===== config.mk =====
export PLATFORM = sky130hd
export DESIGN_NAME = spi_reg_bank
export DESIGN_NICKNAME = d
export VERILOG_FILES = /design/src/rtl/spi_reg_bank.sv
export SDC_FILE = /design/constraint.sdc
export NUM_CORES = 1
export LEC_CHECK = 0
export CORE_AREA = 2 2 82 84
export CTS_CLUSTER_DIAMETER = 40
export DETAILED_ROUTE_END_ITERATION = 10
export DIE_AREA = 0 0 84 86
export PLACE_DENSITY_LB_ADDON = 0.08
export SETUP_SLACK_MARGIN = 0.05
export SYNTH_ARGS = -nofsm -noshare
export SYNTH_HDL_FRONTEND = slang
export SYNTH_SLANG_ARGS = --single-unit

===== constraint.sdc =====
create_clock -name clk -period 1.6 [get_ports clk]
set_input_delay 0.24 -clock clk [delete_from_list [all_inputs] [get_ports clk]]
set_output_delay 0.24 -clock clk [all_outputs]
set_load 0.02 [all_outputs]

===== src/rtl/spi_reg_bank.sv =====
// ---------------------------------------------------------------------------
// spi_reg_bank
//   Write-only SPI mode-0 slave feeding five 8-bit control registers that
//   drive the PWM peripheral directly. The SPI pins are oversampled in the
//   clk domain: each pin is synchronised, and SCLK/nCS edges are detected
//   from the synchronised values. A frame is 16 bits, MSB first:
//   {rw(1 = write), addr[6:0], data[7:0]}.
//
//   Handshake: there is no valid/ready pair here. The external controller
//   paces the link itself, and wr_strobe is a one-clk pulse that goes high
//   in the cycle where the committed value first appears on the register
//   outputs.
//
// Ports
//   clk, rst_n        system clock, asynchronous active-low reset
//   sclk, copi, ncs   SPI pins, asynchronous to clk
//   en_reg_out_7_0    reg 0x00   en_reg_out_15_8  reg 0x01
//   en_reg_pwm_7_0    reg 0x02   en_reg_pwm_15_8  reg 0x03
//   pwm_duty_cycle    reg 0x04
//   wr_strobe         one-clk pulse per committed write to a valid address
// ---------------------------------------------------------------------------
module spi_reg_bank #(
    parameter int         SYNC_STAGES = 2,
    parameter logic [6:0] MAX_ADDR    = 7'h04
) (
    input  logic       clk,
    input  logic       rst_n,
    input  logic       sclk,
    input  logic       copi,
    input  logic       ncs,
    output logic [7:0] en_reg_out_7_0,
    output logic [7:0] en_reg_out_15_8,
    output logic [7:0] en_reg_pwm_7_0,
    output logic [7:0] en_reg_pwm_15_8,
    output logic [7:0] pwm_duty_cycle,
    output logic       wr_strobe
);

    typedef enum logic [1:0] {
        ST_IDLE   = 2'd0,
        ST_SHIFT  = 2'd1,
        ST_COMMIT = 2'd2
    } state_t;

    state_t state, state_nxt;

    logic [SYNC_STAGES-1:0] sclk_sync, copi_sync, ncs_sync;
    logic                   sclk_prev, ncs_prev;
    logic                   sclk_s, copi_s, ncs_s;
    logic                   sclk_rise, ncs_fall, ncs_rise;

    logic [4:0]  bit_cnt;
    logic [15:0] shift_reg;
    logic        clr_frame, shift_en, do_write;

    // Synchronisers. COPI uses the same depth as SCLK so the synced data bit
    // is still the one the controller presented at the matching SCLK rise.
    // Idle values (sclk low, ncs high) are restored by reset so that no
    // spurious edge appears when reset is released with the bus idle.
    always_ff @(posedge clk or negedge rst_n) begin
        if (!rst_n) begin
            sclk_sync <= '0;
            copi_sync <= '0;
            ncs_sync  <= '1;
            sclk_prev <= 1'b0;
            ncs_prev  <= 1'b1;
        end else begin
            sclk_sync <= {sclk_sync[SYNC_STAGES-2:0], sclk};
            copi_sync <= {copi_sync[SYNC_STAGES-2:0], copi};
            ncs_sync  <= {ncs_sync[SYNC_STAGES-2:0], ncs};
            sclk_prev <= sclk_sync[SYNC_STAGES-1];
            ncs_prev  <= ncs_sync[SYNC_STAGES-1];
        end
    end

    assign sclk_s    = sclk_sync[SYNC_STAGES-1];
    assign copi_s    = copi_sync[SYNC_STAGES-1];
    assign ncs_s     = ncs_sync[SYNC_STAGES-1];
    assign sclk_rise = sclk_s & ~sclk_prev;
    assign ncs_fall  = ~ncs_s & ncs_prev;
    assign ncs_rise  = ncs_s & ~ncs_prev;

    // State register
    always_ff @(posedge clk or negedge rst_n) begin
        if (!rst_n) begin
            state <= ST_IDLE;
        end else begin
            state <= state_nxt;
        end
    end

    // Next-state logic. A falling nCS seen while already in SHIFT (a glitch
    // shorter than the synchroniser depth) has no effect: no restart.
    always_comb begin
        state_nxt = state;
        case (state)
            ST_IDLE:   if (ncs_fall) state_nxt = ST_SHIFT;
            ST_SHIFT:  if (ncs_rise) state_nxt = ST_COMMIT;
            ST_COMMIT: state_nxt = ST_IDLE;
            default:   state_nxt = ST_IDLE;
        endcase
    end

    // Output / control decode. An SCLK rise coinciding with the nCS rise is
    // not counted, so the commit sees the count from before that cycle.
    always_comb begin
        clr_frame = 1'b0;
        shift_en  = 1'b0;
        do_write  = 1'b0;
        case (state)
            ST_IDLE:   clr_frame = ncs_fall;
            ST_SHIFT:  shift_en  = sclk_rise & ~ncs_rise & (bit_cnt < 5'd16);
            ST_COMMIT: do_write  = (bit_cnt == 5'd16) & shift_reg[15] &
                                   (shift_reg[14:8] <= MAX_ADDR);
            default:   ;
        endcase
    end

    // Frame capture. The counter stops at 16, so bits beyond the 16th in a
    // long frame are dropped and the first 16 stay in the shift register.
    always_ff @(posedge clk or negedge rst_n) begin
        if (!rst_n) begin
            bit_cnt   <= 5'd0;
            shift_reg <= 16'h0000;
        end else if (clr_frame) begin
            bit_cnt   <= 5'd0;
            shift_reg <= 16'h0000;
        end else if (shift_en) begin
            bit_cnt   <= bit_cnt + 5'd1;
            shift_reg <= {shift_reg[14:0], copi_s};
        end
    end

    // Register file and write strobe. Registers and strobe update on the
    // same edge, so wr_strobe marks the first cycle the new value is visible.
    always_ff @(posedge clk or negedge rst_n) begin
        if (!rst_n) begin
            en_reg_out_7_0  <= 8'h00;
            en_reg_out_15_8 <= 8'h00;
            en_reg_pwm_7_0  <= 8'h00;
            en_reg_pwm_15_8 <= 8'h00;
            pwm_duty_cycle  <= 8'h00;
            wr_strobe       <= 1'b0;
        end else begin
            wr_strobe <= do_write;
            if (do_write) begin
                case (shift_reg[14:8])
                    7'h00:   en_reg_out_7_0  <= shift_reg[7:0];
                    7'h01:   en_reg_out_15_8 <= shift_reg[7:0];
                    7'h02:   en_reg_pwm_7_0  <= shift_reg[7:0];
                    7'h03:   en_reg_pwm_15_8 <= shift_reg[7:0];
                    7'h04:   pwm_duty_cycle  <= shift_reg[7:0];
                    default: ;
                endcase
            end
        end
    end

endmodule


==> summary.txt, run 1 <==
Outcome
  – Outcome: complete, but fails checks
  – Violated checks: setup timing

Critical path
  – R2r worst-path depth: 7
  – Worst Path Max Fanout: 6
  – CP required: between 1500 and 2000 ps
  – Slowest cell on crit path: dfrtp_1
  – Worst r2r src: bit_cnt[0]
  – Crit path launch type: flop
  – CP Data Arrival Time: 1930 ps
  – Crit path cell chain: inv_2 -> ha_4 -> nor4b_4 -> buf_6 -> nand4_4 -> buf_6 -> mux2_2
  – R2r setup slk: -100 ps
  – Crit. End Element: flop
  – WS Path Type: reg2reg
  – CP peak stage delay: 400 ps
  – Cell mode on critical path: buf_6
  – Top delay family on crit path: buffers and inverters
  – Reg2Reg Capture Point: en_reg_out_7_0[3]
  – WP buf/inv: 3

Drt
  – Router iterations before antenna repair: 6
  – Routed Antenna Nets: 0
  – 1st-iter DRT viols: 97
  – Drt wl/cell: ~16 um
  – Post-DR vias/cell: just over 5
  – Drt drc: 0
  – Total wire length: 6050 um
  – Via count: 1919

Synth
  – YS warnings: 0
  – Yosys top cell area share: 0.590
  – Netlist cell types: 30
  – Synth Area in Compound Gates: 0.0180
  – Yosys reg bits: just over 70
  – Synth Instances: 204
  – Main combinational cell family by area after synthesis: multiplexers
  – Top_reg_cell synth: dfrtp_1
  – Synth Area in Simple Gates: 0.121
  – Mux cell area share after synthesis: 0.215
  – XOR/XNOR Fraction of Synth Area: 0
  – Average size of a mapped cell: 14.3 um2
  – Seq/Total Area, Yosys: 0.617
  – Synth async-reset ratio: 1.00
  – Main area contributors after synthesis: dfrtp_1 (59%), mux2_2 (18%), mux2i_1 (3.4%)
  – Top-count cell post-synth: dfrtp_1
  – Synth Area in Adders: 0.00855
  – Syn nets: ~210
  – Top cell types by occurrence after synthesis: dfrtp_1 (69), mux2_2 (47), nand2_1 (11), inv_1 (10), mux2i_1 (10)
  – Post-synth top area cell: dfrtp_1
  – Post-synth EDFFs: 0
  – Post-Synthesis Cell Area: between 0.002 and 0.003 mm2

CTS
  – CTS tree: done
  – Num CTS Buffers: 9
  – CTS root buf: clkbuf_8
  – Htree depth: 3
  – Clock Latency Late Sink: 340 ps
  – CTS sink count: 72
  – CTS max path bufs: 2
  – CTS clk-pin slew, worst paths: 70 ps

Timing
  – PnR worst setup slack: -104 ps
  – Worst Clk Skew: ~9.6 ps
  – Slew margin rel.: 0.605
  – Endpoints failing setup: 40
  – Period utilization: 1.07
  – RSZ-0062 raised after global routing: yes
  – Peak Freq: 0.587 GHz
  – Pins Over Slew Limit: 0
  – Final Hold Viols: 0
  – Min cycle time layout: 1700 ps
  – Worst slew pin tran: approximately 590 ps

Hold path
  – Min-Delay Path Depth: 1
  – Hold path start: ncs
  – Hold endpoint: ncs_sync[0]
  – Worst min path class: in2reg

Floorplan
  – Chip height: 86 um
  – Die Wd: ~84 um
  – Std-Cell Rows: 29
  – Die area: 0.00722 mm2
  – Starting Density: 0.466
  – Core area: 0.00628 mm2
  – I/O Pins: 46

Cells and area
  – Final nets: 295
  – Max reg flops: 16
  – Area grow syn2layout: 39.7%
  – Antenna cells: 0
  – Final Cell Area: 0.00409 mm2
  – Fraction of layout cells with a size suffix above 1: 0.396

Power and ir drop
  – Lkg Pwr: 2.39 nW
  – Worst vdd ir: 787 uV
  – P per Cell Area: 902 mW/mm2

Global route
  – GR Util All Layers: 0.178
  – Initial antenna violation count: 0
  – Grt total ovfl: 0
  – Pin count of the biggest net entering global routing: 73
  – Vias in the first global route: 1877
  – Global-route wire length before repair: 9800 um

Placement
  – Dpl hpwl: around 3900 um
  – Pre-CTS WS: -109 ps
  – Placed Instance Area: 0.00371 mm2
  – GPL Wtd Cong: 0.765
  – I/O Buffers: 45

Flow run
  – Max cap viols: 0
==> layout by cell type (no fill, tap or decap), types with 4 or more instances in the layout <==
| master | instances |
|---|---|
| nand2_1 | 11 |
| buf_4 | 19 |
| buf_12 | 5 |
| dfrtp_1 | 69 |
| dlymetal6s2s_1 | 20 |
| nand4_4 | 5 |
| inv_1 | 8 |
| clkbuf_8 | 11 |
| dlygate4sd2_1 | 19 |
| clkdlybuf4s50_1 | 5 |
| buf_6 | 6 |
| mux2i_1 | 10 |
| nor4b_2 | 4 |
| nand4_1 | 5 |
| nor2_1 | 9 |
| mux2_2 | 47 |
==> worst max-delay path by stage <==
stage	cells after the start	endpoint	slack, ps	from
2_1_floorplan	5	en_reg_out_15_8[0]	-80	bit_cnt[0]
4_1_cts	7	en_reg_pwm_7_0[4]	-90	bit_cnt[0]
6_report	7	en_reg_out_7_0[3]	-100	bit_cnt[0]
3_3_place_gp	7	en_reg_out_7_0[0]	-30	bit_cnt[0]
5_1_grt	7	en_reg_pwm_7_0[7]	-160	bit_cnt[0]
3_5_place_dp	7	en_reg_out_7_0[2]	-110	bit_cnt[0]
==> stage by stage <==
stage	utilization	power, W	setup TNS, ps	instances	hold WS, ps
2_1_floorplan	-	0.00213	-3320	204	-55.6
4_1_cts	0.638	0.00369	-3180	369	291
3_3_place_gp	0.591	0.00233	-860	350	300
3_5_place_dp	0.591	0.00233	-3540	350	299
6_report	0.651	0.00369	-3450	370	305
5_1_grt	0.651	0.00385	-5760	370	301
==> cells by family (layout without fill, tap and decap cells) <==
logic type,Yosys count,count (layout)
AO/OA/AOI/OAI,9,9
flip-flops,72,72
buffers and inverters,13,102
adder cells (fa/ha/maj),2,2
multiplexers,57,57
AND/OR/NAND/NOR,51,51
==> power breakdown <==
group	switching [W]	internal, W
logic	0.000250	0.000231
clock network	0.000640	0.000644
registers	0.0000506	0.00187
==> area by class of cell <==
cell class / instances / area (um2)
clock buffers: 13 / 159
fillers: 462 / 2190
flip-flops and latches: 72 / 1810
well taps: 77 / 96.3
clock inverters: 3 / 17.5
repair buffers: 76 / 792
inverters: 10 / 37.5
multi-input cells: 119 / 1180
==> per-layer routing <==
layer	track usage	wire length [um]
met4	0.0660	86
met2	0.273	2980
met5	0	0
met1	0.249	2780
met3	0.0433	209
==> what timing repair did <==
item	in CTS	in global routing
setup buffers	2	1
hold buffers	1	0
resized for setup	39	25
setup endpoints to repair	60	69
endpoints found under the hold margin	69	0
pin swaps	1	1
Power figures use the tool's default switching activity.
==> run 2, diff against run 1 <==
--- a/config.mk
+++ b/config.mk
@@ -9,6 +9,7 @@
 export CTS_CLUSTER_DIAMETER = 40
 export DETAILED_ROUTE_END_ITERATION = 10
 export DIE_AREA = 0 0 84 86
+export HOLD_SLACK_MARGIN = 0.05
 export PLACE_DENSITY_LB_ADDON = 0.08
 export SETUP_SLACK_MARGIN = 0.05
 export SYNTH_ARGS = -nofsm -noshare
==> results of run 2 <==
Same layout as run 1: the final DEF is identical, and so are final timing and power.
==> run 3, diff against run 2 <==
--- a/config.mk
+++ b/config.mk
@@ -5,10 +5,10 @@
 export SDC_FILE = /design/constraint.sdc
 export NUM_CORES = 1
 export LEC_CHECK = 0
-export CORE_AREA = 2 2 82 84
+export CORE_AREA = 2 2 67 101
 export CTS_CLUSTER_DIAMETER = 40
 export DETAILED_ROUTE_END_ITERATION = 10
-export DIE_AREA = 0 0 84 86
+export DIE_AREA = 0 0 69 103
 export HOLD_SLACK_MARGIN = 0.05
 export PLACE_DENSITY_LB_ADDON = 0.08
 export SETUP_SLACK_MARGIN = 0.05
==> run 3 against run 2 <==
The run still ends with setup timing left. Flip-flop and latch count unchanged. Final cell count grew 0.27%. Register-to-register slack is essentially flat. Combinational power is 5.2% higher. Maximum frequency is 0.31% higher. Clock power about the same. Non-clock buffer count rose by 2. Critical path depth is 3 lower. Final area rose by 0.43%. Critical endpoint is now en_reg_pwm_15_8[3]. Largest cell class unchanged. Largest power group unchanged.
==> summary.txt, run 3 (synthesized netlist as in run 1, its figures left out) <==
Global route
  – GR Layer Usage met3: 0.0499 (+0.00654)
  – Met2 Use GR: 0.306 (+0.0335)
  – Initial antenna violation count: 0 (unchanged)
  – Grt total ovfl: 0 (unchanged)
  – GR Util All Layers: 0.185 (+0.00686)
  – Vias in the first global route: 1930 (+2.8%)
  – Pin count of the biggest net entering global routing: 35 (-52%)
  – Layer with the highest usage: met2
  – Met1 GRT Util: 0.228 (-0.0213)
  – Global-route wire length before repair: 10000 um (+2.5%)

Drt
  – Post-DR vias/cell: 5.04 (-2.8%)
  – Routed Antenna Nets: 0 (unchanged)
  – Drt drc: 0 (unchanged)
  – 1st-iter DRT viols: 99 (+2.1%)
  – Via count: 1871 (-2.5%)
  – Drt wl/cell: 16.5 um (+0.77%)
  – Total wire length: 6110 um (+1.0%)
  – Router iterations before antenna repair: 4 (-2)

Cells and area
  – Most common cell after layout, fill and taps aside: dfrtp_1
  – Max reg flops: 16 (unchanged)
  – Final nets: 297 (+0.68%)
  – Most frequent cells in the layout: dfrtp_1 (66), mux2_2 (46), dlygate4sd2_1 (30)
  – Antenna cells: 0 (unchanged)
  – Fraction of layout cells with a size suffix above 1: 0.414 (+0.0177)
  – Final cell count without fillers: 371 (+0.27%)
  – Area grow syn2layout: 40.3%

CTS
  – Num CTS Buffers: 9 (unchanged)
  – CTS max path bufs: 2 (unchanged)
  – Htree depth: 3 (unchanged)
  – CTS sink count: 72 (unchanged)
  – CTS root buf: clkbuf_8
  – Clock Latency Late Sink: 340 ps (about the same)
  – CTS clk-pin slew, worst paths: 70 ps (about the same)
  – CTS tree: done

Timing
  – RSZ-0062 raised after global routing: yes
  – Pins Over Slew Limit: 0 (unchanged)
  – Peak Freq: 0.589 GHz (+0.31%)
  – Min cycle time layout: 1700 ps (-5.29 ps)
  – Worst Clk Skew: 4.69 ps (-4.91 ps)
  – PnR worst setup slack: -98.9 ps (+5.29 ps)
  – Slew margin rel.: 0.597 (-0.00844)
  – Period utilization: 1.06 (-0.00331)
  – Endpoints failing setup: 40 (unchanged)
  – Worst slew pin tran: 604 ps (+12.6 ps)
  – Final Hold Viols: 0 (unchanged)

Critical path
  – CP required: 1830 ps (about the same)
  – CP peak stage delay: 610 ps (+210 ps)
  – Crit. End Element: flop
  – WS Path Type: reg2reg
  – Slowest cell on crit path: dfrtp_1
  – CP Data Arrival Time: 1930 ps (about the same)
  – Crit path cell chain: nor4bb_4 -> nand4_4 -> buf_12 -> mux2_4
  – Crit path launch type: flop
  – WP buf/inv: 1 (-2)
  – Worst Path Max Fanout: 8 (+2)
  – Top delay family on crit path: flip-flops

Floorplan
  – Die area: 0.00711 mm2 (-1.6%)
  – Core area: 0.00631 mm2 (+0.46%)
  – I/O Pins: 46 (unchanged)
  – Die Wd: 69 um (-18%)
  – Std-Cell Rows: 36 (+24%)
  – Starting Density: 0.464 (-0.00213)
  – Chip height: 103 um (+20%)

Outcome
  – Outcome: complete, but fails checks
  – Violated checks: setup timing

Placement
  – GPL Wtd Cong: 0.767 (+0.27%)
  – Pre-CTS WS: -100 ps (+8.76 ps)
  – Dpl hpwl: 4370 um (+11%)
  – Placed cell count: 351 (+0.29%)
  – I/O Buffers: 45 (unchanged)

Power and ir drop
  – Lkg Pwr: 2.27 nW (-5.0%)
  – Worst vdd ir: 663 uV (-16%)
  – P per Cell Area: 909 mW/mm2 (+0.81%)

Hold path
  – Worst min path class: in2reg

Flow run
  – Max cap viols: 0 (unchanged)
[run 3: cell types whose count changed in the layout (fill, tap and decap cells not counted), sizes merged]
cell,before,now
buf,31,33
clkinvlp,1,0
clkdlybuf4s50,5,4
clkinv,2,3
dlygate4sd2,19,30
dlymetal6s2s,20,10
[run 3: per-layer routing]
| metal | share of wire | up-vias |
|---|---|---|
| li1 | - | 902 |
| met1 | 0.43 | 924 |
| met2 | 0.53 | 36 |
| met3 | 0.034 | 9 |
| met4 | 0.015 | 0 |
| met5 | 0 | - |
[run 3: area by class of cell]
| cell class | count | area [um2] |
|---|---|---|
| clock inverter | 3 | 15.0 |
| fill | 495 | 2200 |
| timing repair buffer | 78 | 771 |
| sequential | 72 | 1810 |
| inverter | 10 | 37.5 |
| clock buffer | 13 | 169 |
| multi-input combinational | 119 | 1210 |
| tap | 76 | 95.1 |
[run 3: worst reg2reg max path: cells and delay by family, from the launching register on]
kind / cells / cell delay, ps
multiplexers: 1 / 290
flip-flops: 1 / 610
buffers and inverters: 1 / 190
AND/OR/NAND/NOR: 2 / 500
[run 3: final timing paths]
path,from,end,slack (ps),cells after the start
max reg2reg,shift_reg[8],en_reg_pwm_15_8[3],-100,4
min in group asynchronous,rst_n,en_reg_pwm_7_0[2],390,2
min reg2reg,ncs_sync[0],ncs_sync[1],360,0
max,shift_reg[8],en_reg_pwm_15_8[3],-100,4
min,ncs,ncs_sync[0],300,1
max in group asynchronous,rst_n,shift_reg[9],650,3
[run 3: stage by stage]
stage	hold slack, ps	power (W)	area [um2]	TNS, ps	utilization
CTS	282	0.00373	3990	-3020	0.633
floorplan	-55.6	0.00213	2930	-3320	-
global placement	229	0.00234	3710	-1100	0.589
finish	300	0.00373	4100	-2010	0.651
global route	281	0.00392	4100	-4720	0.651
detailed placement	229	0.00235	3710	-2830	0.589
[run 3: where the power goes]
| group | switching (W) | internal [W] |
|---|---|---|
| clock | 0.000626 | 0.000682 |
| sequential | 0.0000456 | 0.00187 |
| combinational | 0.000251 | 0.000256 |
| total | 0.000923 | 0.00281 |
[run 3: timing repair]
item / in CTS / in global routing
cloned: 0 / 1
setup endpoints to repair: 71 / 54
endpoints found under the hold margin: 17 / 0
pin swaps: 0 / 2
hold buffers: 1 / 0
resized for setup: 51 / 26
setup buffers: 1 / 1
==> variant (settings of run 1) <==
Set the parameter `SYNC_STAGES` to 4 (it was 2).
--- a/src/rtl/spi_reg_bank.sv
+++ b/src/rtl/spi_reg_bank.sv
@@ -20,7 +20,7 @@
 //   wr_strobe         one-clk pulse per committed write to a valid address
 // ---------------------------------------------------------------------------
 module spi_reg_bank #(
-    parameter int         SYNC_STAGES = 2,
+    parameter int         SYNC_STAGES = 4,
     parameter logic [6:0] MAX_ADDR    = 7'h04
 ) (
     input  logic       clk,
Behaviour: no difference found for any inputs over 10 cycles, from zero or initial values and one cycle with rst_n low; that may be too few to reach the edited logic, so the function may still have changed.
==> variant against run 1 <==
  * The run still ends with negative setup slack left
  * Die area did not move
  * Sequential share of layout area rose by 0.74 points
  * Maximum frequency rose by 2.6%
  * Power rose by 6.3%
  * Combinational power rose by 24%
  * Setup slack improved by 0.044 ns
  * Area after synthesis rose by 7.2%
  * Routed wire length rose by 9.0%
  * Clock skew fell by 0.0034 ns
  * Sequential cell count rose by 6
  * Final area rose by 6.7%
  * Via count rose by 13%
  * Largest power group unchanged
==> variant: results (changes against run 1) <==
| Metric | Value |
|---|---|
| Post-synth ARST share | `100% (unchanged)` |
| Fin nets | `316 (+7.1%)` |
| Syn Nets | `235 (+11%)` |
| Critical Path AT | `1.87 ns (-0.06 ns)` |
| Vias/cell | `5.57 (+7.4%)` |
| Leading cell types by count after synthesis | `73 x dfrtp_1, 40 x mux2_2, 20 x nand4_1` |
| Global-route wire length before repair | `11,200 microns (+14%)` |
| Cell Area, Placed | `3920 sq um (+5.6%)` |
| Sequential share of the synthesized area | `62.4% (+0.71 points)` |
| Crit-path slowest cell | `dfrtp_1` |
| Root buffer cell | `clkbuf_8` |
| Peak VDD IR | `592 uV (-25%)` |
| Layout cells sized above 1 | `38.2% (-1.4 points)` |
| Internal power | `2.90 mW (+5.7%)` |
| Finished Layout Cells | `391 (+5.7%)` |
| Worst path max stage delay | `0.40 ns (about the same)` |
| Slew @ Worst Pin | `0.448 ns (-0.144 ns)` |
| CP max FO | `6 (unchanged)` |
| All-Layer GR Usage | `19.7% (+1.9 points)` |
| Hold Crit Depth | `1 (unchanged)` |
| Status | `finished with violations` |
| Vias in the first global route | `2,176 (+16%)` |
| Final Skew | `0.00617 ns (-0.00343 ns)` |
| Largest net degree at the start of global routing | `45 (-38%)` |
| Yosys warnings | `0 (unchanged)` |
| Post-DP HPWL | `4380 microns (+12%)` |
| Failing checks | `negative setup slack` |
| FF-to-FF End | `en_reg_out_15_8[4]$_DFFE_PN0P_` |
| Gpl congestion | `0.792 (+3.6%)` |
| Ranking of synthesized cells by area | `dfrtp_1 58%, mux2_2 14%, dfstp_2 4.2%` |
| Clk pin slew, worst setup/hold paths | `0.07 ns (about the same)` |
| PortBufs | `45 (unchanged)` |
| Routed length per placed instance | `16.9 microns (+3.1%)` |
| DRT Pass-1 Iters | `4 (-2)` |
| ANT cells | `0 (unchanged)` |
| Final setup viols | `40 (unchanged)` |
| Clk Latency, worst-skew pair | `0.33 ns` |
| H-Tree Depth | `3 (unchanged)` |
| WHS Endpoint | `ncs_sync[0]$_DFF_PN1_` |
| P_leak | `2.54 nW (+6.2%)` |
| Initial drt markers | `87 (-10%)` |
| Worst-case reg-to-reg path depth | `7 (unchanged)` |
| Post-synthesis cell type count | `30 (unchanged)` |
| Mapped Avg Cell Area | `13.8 sq um (-4.1%)` |
| Initial antenna violation count | `0 (unchanged)` |
| Clock Tree Buf Depth | `2 (unchanged)` |
| Largest register FFs | `16 (unchanged)` |
| Prevailing post-synth register cell | `dfrtp_1` |
| Top cell family by delay on the critical path | `buffers and inverters` |
| Worst Min Path Start | `ncs` |
| CTS buffer count | `9 (unchanged)` |
| Placed cells | `368 (+5.1%)` |
| Worst setup margin | `-0.0605 ns (+0.0437 ns)` |
-- variant: changes by cell type in the layout (fill, tap and decap cells not counted), sizes merged, moves of 8 or more --
cell / change
a21oi: +12
buf: +9
dlygate4sd2: -14
dlymetal6s2s: +11
inv: -8
mux2i: -8
nand4: +15
o31ai: +13
-- variant: cells by family after synthesis --
group | share of synthesized area (%)
flip-flops | 62.4
AND/OR/NAND/NOR | 12.6
multiplexers | 15.0
AO/OA/AOI/OAI | 7.02
buffers and inverters | 2.15
adder cells (fa/ha/maj) | 0.798
-- variant: how the worst max path moves through the flow --
stage	start	end	cells after the start
global route	bit_cnt[0]$_DFFE_PN0P_	en_reg_out_15_8[5]$_DFFE_PN0P_	7
global placement	bit_cnt[0]$_DFFE_PN0P_	pwm_duty_cycle[5]$_DFFE_PN0P_	7
detailed placement	bit_cnt[1]$_DFFE_PN0P_	en_reg_pwm_15_8[7]$_DFFE_PN0P_	6
finish	bit_cnt[0]$_DFFE_PN0P_	en_reg_out_15_8[4]$_DFFE_PN0P_	7
floorplan	bit_cnt[0]$_DFFE_PN0P_	en_reg_out_15_8[0]$_DFFE_PN0P_	5
CTS	bit_cnt[1]$_DFFE_PN0P_	pwm_duty_cycle[4]$_DFFE_PN0P_	7
-- variant: layout make-up --
class	instances	area [sq um]
tap	77	96.3
clock inverter	2	10.0
inverter	2	7.51
multi-input combinational	133	1240
fill	457	1920
clock buffer	14	153
timing repair buffer	85	891
sequential	78	1960
-- variant: stage by stage --
| stage | total power [mW] | hold WS (ns) | setup TNS, ns | setup slack, ns |
|---|---|---|---|---|
| final | 3.92 | 0.313 | -1.71 | -0.0605 |
| after detailed placement | 2.57 | 0.219 | -3.27 | -0.139 |
| after global routing | 4.11 | 0.320 | -5.81 | -0.166 |
| after floorplan | 2.33 | -0.0556 | -3.32 | -0.0831 |
| after CTS | 3.92 | 0.299 | -1.53 | -0.0548 |
| after global placement | 2.56 | 0.222 | -1.45 | -0.0574 |
-- variant: power by group through the flow --
stage          logic, mW  registers (mW)  clock network (mW)
6_report           0.596            2.08                1.24
5_1_grt            0.658            2.09                1.36
4_1_cts            0.559            2.08                1.29
3_5_place_dp       0.453            2.11                   0
3_3_place_gp       0.446            2.11                   0
2_1_floorplan      0.228            2.11                   0
-- variant: timing repair --
item,CTS,global route
setup buffers,4,2
pin swaps,0,1
gates resized for setup,28,36
hold buffers,1,0
endpoints found under the hold margin,29,0
endpoints found under the setup margin,51,77
-- variant: per-layer routing --
layer,up-vias,global-route usage (%),wire length [microns]
met1,1113,26.4,3000
met3,4,3.56,210
met2,39,32.7,3320
met5,-,0,0
met4,0,6.60,57
li1,1022,-,-
